$ cat config.mk
export PLATFORM = sky130hd
export DESIGN_NAME = issue_stage
export DESIGN_NICKNAME = d
export VERILOG_FILES = /design/src/rtl/issue_stage.sv
export SDC_FILE = /design/constraint.sdc
export NUM_CORES = 1
export LEC_CHECK = 0
export CAP_MARGIN = 20
export CORE_ASPECT_RATIO = 1.1
export CORE_MARGIN = 1.5
export CORE_UTILIZATION = 43
export DETAILED_ROUTE_END_ITERATION = 7
export GPL_ROUTABILITY_DRIVEN = 0
export PLACE_DENSITY = 0.81
export SLEW_MARGIN = 5
export SYNTH_ARGS = -nofsm -noshare
export SYNTH_HDL_FRONTEND = slang
export SYNTH_SLANG_ARGS = --single-unit
$ cat constraint.sdc
create_clock -name clk -period 7.5 [get_ports clk]
set_input_delay 1.5 -clock clk [delete_from_list [all_inputs] [get_ports clk]]
set_output_delay 1.5 -clock clk [all_outputs]
set_load 0.005 [all_outputs]
$ cat src/rtl/issue_stage.sv
// issue_stage: single-entry in-order issue stage. Reads operands through the
// register-file read ports, holds the decoded instruction while a source is
// reserved or its destination still has a write in flight, and latches the
// instruction plus operands into the execute pipeline register.
module issue_stage #(
  parameter int STALL_CNT_W = 16
) (
  input  logic                   clk,
  input  logic                   rst,
  // decoder handshake and fields
  input  logic                   dec_valid_i,
  output logic                   dec_ready_o,
  input  logic [4:0]             dec_rs1_i,
  input  logic [4:0]             dec_rs2_i,
  input  logic [4:0]             dec_rd_i,
  input  logic                   dec_rs1v_i,
  input  logic                   dec_rs2v_i,
  input  logic                   dec_rdv_i,
  input  logic [7:0]             dec_op_i,
  input  logic [31:0]            dec_imm_i,
  input  logic [31:0]            dec_pc_i,
  // register-file read / reserve
  output logic [4:0]             rf_r0_o,
  output logic [4:0]             rf_r1_o,
  output logic                   rf_r0v_o,
  output logic                   rf_r1v_o,
  input  logic [31:0]            rf_opr0_i,
  input  logic [31:0]            rf_opr1_i,
  input  logic                   rf_reserved_i,
  output logic [4:0]             rf_rd_o,
  output logic                   rf_reserve_o,
  // writeback snoop
  input  logic                   wb_i,
  input  logic [4:0]             wb_r_i,
  // execute pipeline register
  output logic                   ex_valid_o,
  input  logic                   ex_ready_i,
  output logic [7:0]             ex_op_o,
  output logic [31:0]            ex_opr0_o,
  output logic [31:0]            ex_opr1_o,
  output logic [31:0]            ex_imm_o,
  output logic [31:0]            ex_pc_o,
  output logic [4:0]             ex_rd_o,
  output logic                   ex_rdv_o,
  output logic [STALL_CNT_W-1:0] stall_cnt_o
);

  logic                   ex_valid_q, ex_valid_d;
  logic [7:0]             ex_op_q, ex_op_d;
  logic [31:0]            ex_opr0_q, ex_opr0_d;
  logic [31:0]            ex_opr1_q, ex_opr1_d;
  logic [31:0]            ex_imm_q, ex_imm_d;
  logic [31:0]            ex_pc_q, ex_pc_d;
  logic [4:0]             ex_rd_q, ex_rd_d;
  logic                   ex_rdv_q, ex_rdv_d;
  logic [31:0]            pend_q, pend_d;
  logic [STALL_CNT_W-1:0] stall_cnt_q, stall_cnt_d;

  logic qual_rd_s;
  logic hazard_s;
  logic space_s;
  logic issue_s;

  // Read ports follow the decoder fields directly so data arrives in the same cycle.
  assign rf_r0_o  = dec_rs1_i;
  assign rf_r1_o  = dec_rs2_i;
  assign rf_r0v_o = dec_valid_i & dec_rs1v_i;
  assign rf_r1v_o = dec_valid_i & dec_rs2v_i;
  assign rf_rd_o  = dec_rd_i;

  // Hazard detection and decoder handshake; x0 destinations are never tracked.
  always_comb begin
    qual_rd_s    = dec_rdv_i & (dec_rd_i != 5'd0);
    hazard_s     = rf_reserved_i | (qual_rd_s & pend_q[dec_rd_i]);
    space_s      = ~ex_valid_q | ex_ready_i;
    dec_ready_o  = ~rst & ~hazard_s & space_s;
    issue_s      = dec_valid_i & dec_ready_o;
    rf_reserve_o = issue_s & qual_rd_s;
  end

  // Next state of the execute register, pending-write bitmap and stall counter.
  always_comb begin
    ex_valid_d  = ex_valid_q;
    ex_op_d     = ex_op_q;
    ex_opr0_d   = ex_opr0_q;
    ex_opr1_d   = ex_opr1_q;
    ex_imm_d    = ex_imm_q;
    ex_pc_d     = ex_pc_q;
    ex_rd_d     = ex_rd_q;
    ex_rdv_d    = ex_rdv_q;
    pend_d      = pend_q;
    stall_cnt_d = stall_cnt_q;

    if (issue_s) begin
      ex_valid_d = 1'b1;
      ex_op_d    = dec_op_i;
      ex_opr0_d  = rf_opr0_i;
      ex_opr1_d  = rf_opr1_i;
      ex_imm_d   = dec_imm_i;
      ex_pc_d    = dec_pc_i;
      ex_rd_d    = dec_rd_i;
      ex_rdv_d   = dec_rdv_i;
    end else if (ex_ready_i) begin
      ex_valid_d = 1'b0;
    end else begin
      ex_valid_d = ex_valid_q;
    end

    // Clear on writeback first; a set on the same bit cannot coincide because
    // the WAW check stalls that issue.
    if (wb_i && (wb_r_i != 5'd0)) begin
      pend_d[wb_r_i] = 1'b0;
    end else begin
      pend_d = pend_d;
    end
    if (issue_s && qual_rd_s) begin
      pend_d[dec_rd_i] = 1'b1;
    end else begin
      pend_d = pend_d;
    end
    pend_d[0] = 1'b0;

    if (dec_valid_i && !dec_ready_o && (stall_cnt_q != {STALL_CNT_W{1'b1}})) begin
      stall_cnt_d = stall_cnt_q + {{(STALL_CNT_W-1){1'b0}}, 1'b1};
    end else begin
      stall_cnt_d = stall_cnt_q;
    end
  end

  // State registers with asynchronous clear.
  always_ff @(posedge clk or posedge rst) begin
    if (rst) begin
      ex_valid_q  <= 1'b0;
      ex_op_q     <= 8'd0;
      ex_opr0_q   <= 32'd0;
      ex_opr1_q   <= 32'd0;
      ex_imm_q    <= 32'd0;
      ex_pc_q     <= 32'd0;
      ex_rd_q     <= 5'd0;
      ex_rdv_q    <= 1'b0;
      pend_q      <= 32'd0;
      stall_cnt_q <= {STALL_CNT_W{1'b0}};
    end else begin
      ex_valid_q  <= ex_valid_d;
      ex_op_q     <= ex_op_d;
      ex_opr0_q   <= ex_opr0_d;
      ex_opr1_q   <= ex_opr1_d;
      ex_imm_q    <= ex_imm_d;
      ex_pc_q     <= ex_pc_d;
      ex_rd_q     <= ex_rd_d;
      ex_rdv_q    <= ex_rdv_d;
      pend_q      <= pend_d;
      stall_cnt_q <= stall_cnt_d;
    end
  end

  assign ex_valid_o  = ex_valid_q;
  assign ex_op_o     = ex_op_q;
  assign ex_opr0_o   = ex_opr0_q;
  assign ex_opr1_o   = ex_opr1_q;
  assign ex_imm_o    = ex_imm_q;
  assign ex_pc_o     = ex_pc_q;
  assign ex_rd_o     = ex_rd_q;
  assign ex_rdv_o    = ex_rdv_q;
  assign stall_cnt_o = stall_cnt_q;

endmodule
==> results.tsv <==
stage	metric	value	unit
grt	grt_pass1_wl	31800	microns
timing	hold_violations	0	
detailed_routing	drc	0	
logic_synthesis	synth-seq-cells	190	
detailed_routing	num_vias	5732	
clocking	cts_hold_buffers	0	
floorplan	core	17900	sq um
detailed_routing	drt-total-wl	20000	microns
clocking	ctsRootBufferMaster	clkbuf_16	
power	p_per_area	249	nW/um^2
critical_path	critPathTopFamily	buffers and inverters	
layout	nets	1030	
layout	diodes	0	
layout	drive_gt1_share	14.3	%
power	p_leak	4.87	nW
timing	period_share	83.8	%
logic_synthesis	yosysMostFrequentCell	dfrtp_1	
outcome	status	finished clean	
critical_path	worstReg2RegEnd	pend_q[13]	
grt	grt.total_usage	21.1	%
clocking	post_cts_resized	0	
timing	rsz0062_at_grt	false	
placed_design	dp_cells	1083	
power	switching_share	25.9	%
clocking	cts_setup_buffers	0	
clocking	cts_buffers	17	
critical_path	required	6.00	ns
logic_synthesis	avgSynthCellArea	14.1	sq um
clocking	cts_tree	built	
logic_synthesis	seq_area_frac_synth	60.0	%
floorplan	die_height	145	microns
clocking	path_clk_slew	0.07	ns
detailed_routing	ant_nets	0	
clocking	cts_sinks	190	
critical_path	worst_path_max_delay_cell	clkdlybuf4s50_1	
detailed_routing	routedWlPerCell	17.9	microns
power	pwr-share-comb	25.4	%
timing	worst_pin_slew	1.02	ns
timing	fin_skew	0.0121	ns
power	power	2.93	mW
critical_path	cp.depth	7	
timing	slew-limit-headroom	32.1	%
job	drv_cap	0	
floorplan	start_util	44.3	%
clocking	worstSkewPairLatency	0.43	ns
placed_design	dp_hpwl	14300	microns
timing	tns	0	ns
power	clkPwrFrac	29.4	%
logic_synthesis	synth_common_cells	dfrtp_1, mux2_2, mux2_1	
logic_synthesis	yosysTopAreaCell	dfrtp_1	
layout	fillers	1322	
grt	grt_pass1_vias	5902	
critical_path	crit_end	rf_reserve_o	
grt	grt_antenna_before_repair	0	
floorplan	die_area	19200	sq um
logic_synthesis	async_reset_ff_share	100	%
critical_path	critPathBufInv	2	
critical_path	path_cells	clkdlybuf4s50_1 > mux4_2 > nand4b_1 > and4_1 > and4_1 > and3_1 > clkdlybuf4s50_1	
power	internal_power	2.17	mW
layout	synthToLayoutAreaGrowth	48.4	%
logic_synthesis	yosys_warnings	0	
hold_path	hp-class	reg -> reg	
power	seqPwrFrac	45.2	%
grt	grt_max_degree	77	
logic_synthesis	netlist_top_cells_area	dfrtp_1, mux2_2, mux2_1	
timing	setup_viol	0	
timing	drv_slew	0	
clocking	cts_max_level	4	
critical_path	end_kind	primary output	
critical_path	startpoint	dec_rd_i[1]	
timing	whs	0.483	ns
layout	post-route-util	65.8	%
detailed_routing	dr.pass1.iters	4	
logic_synthesis	synth-edff-count	0	
critical_path	reg2reg_from	pend_q[12]	
timing	layout_min_cycle_time	6.29	ns
power	ir_worst_vdd	0.146	mV
layout	stdcell_count	1115	
floorplan	placement_rows	51	
detailed_routing	via_per_inst	5.14	
critical_path	r2r_cells	6	
power	switching_power	0.760	mW
critical_path	worstPathArrival	4.79	ns
logic_synthesis	synth.distinct_cells	42	
logic_synthesis	yosysTopAreaCellShare	60.0	%
critical_path	reg2reg_slack	4.50	ns
logic_synthesis	synth_ff_type	dfrtp_1	
clocking	cts_buffer_depth	2	
grt	grt_overflow	0	
critical_path	cp_max_fo	18	
detailed_routing	drtIter0Drc	269	
critical_path	path_class	in -> out	
timing	clock.fmax	159	MHz
floorplan	ios	343	
logic_synthesis	syn-num-nets	728	
critical_path	cp-start-kind	input port	
critical_path	slowest_delay	0.99	ns
placed_design	io_buffer_count	322	
floorplan	die_x	132	microns
logic_synthesis	synth_area	7920	sq um
logic_synthesis	syn_inst	562	
==> state kept, by name, indices dropped and copies added, names as in the netlist <==
signal and count:
ex_imm_o 32, ex_opr0_o 32, ex_opr1_o 32, ex_pc_o 32
pend_q 31, stall_cnt_o 16, ex_op_o 8, ex_rd_o 5
ex_rdv_o 1, ex_valid_o 1
==> power by group through the flow <==
stage,clock network (mW),registers [mW],logic [mW]
2_1_floorplan,0,1.35,0.226
3_3_place_gp,0,1.33,0.742
3_5_place_dp,0,1.34,0.752
4_1_cts,0.889,1.32,0.756
5_1_grt,0.939,1.35,0.796
6_report,0.862,1.32,0.744
==> worst min-delay path by stage <==
stage                     slack [ns]           end    startpoint  cells past startpoint
final                           0.48    ex_pc_o[7]    ex_pc_o[7]                      1
after global routing            0.51  ex_imm_o[21]  ex_imm_o[21]                      1
after CTS                       0.49  ex_imm_o[11]  ex_imm_o[11]                      1
after detailed placement        0.47  ex_imm_o[18]  ex_imm_o[18]                      1
after global placement          0.47  ex_imm_o[27]  ex_imm_o[27]                      1
after floorplan                 0.47     pend_q[4]     pend_q[4]                      2
==> layout make-up <==
| class | count | area [sq um] | area share (%) |
|---|---|---|---|
| inverter | 2 | 12.5 | 0.106 |
| tap | 238 | 298 | 2.53 |
| clock buffer | 18 | 439 | 3.74 |
| multi-input combinational | 327 | 2870 | 24.4 |
| timing repair buffer | 326 | 3250 | 27.7 |
| clock inverter | 14 | 124 | 1.05 |
| sequential | 190 | 4750 | 40.5 |
==> cell usage in the layout (no fill, tap or decap), types with 3 or more instances in the layout <==
master / instances
inv_6: 5
clkbuf_16: 17
or3b_2: 3
mux2_2: 76
mux2i_1: 3
clkdlybuf4s50_1: 322
mux2_1: 68
nor3_1: 12
xor2_1: 15
inv_8: 3
o31ai_1: 24
dfrtp_1: 190
nand3b_1: 9
o21ai_0: 39
nand3_1: 15
buf_4: 4
and4_1: 4
clkinv_4: 4
and3_1: 5
nand2_1: 10
nand2b_1: 7
mux4_2: 5
nor2_1: 6
==> worst register-to-register path: cells and delay by family, from the launching register on <==
kind / cells / cell delay [ns]
compound gates: 2 / 0.62
flops: 1 / 0.40
mux: 1 / 0.45
simple gates: 3 / 1.41
==> metrics by stage <==
stage	setup WS [ns]	instance area [sq um]
after floorplan	0.830	7920
after global placement	1.25	11200
after detailed placement	1.23	11200
after CTS	1.23	11800
after global routing	1.07	11800
final	1.21	11800
==> metal layers <==
layer	wire (microns)	vias to the layer above	global-route usage [%]
met5	0	-	0
met4	586	0	9.07
met3	1720	44	7.07
met2	9760	278	34.5
met1	7900	2785	25.6
li1	-	2625	-
==> logic make-up after synthesis <==
logic type               count (synthesis)  share of synthesized area (%)
buffers and inverters                   45                           3.79
adder cells (fa/ha/maj)                  1                          0.158
multiplexers                           152                           22.3
flip-flops                             190                           60.0
XOR/XNOR                                15                           1.66
AO/OA/AOI/OAI                           71                           5.51
AND/OR/NAND/NOR                         88                           6.56
Power figures use the tool's default switching activity.
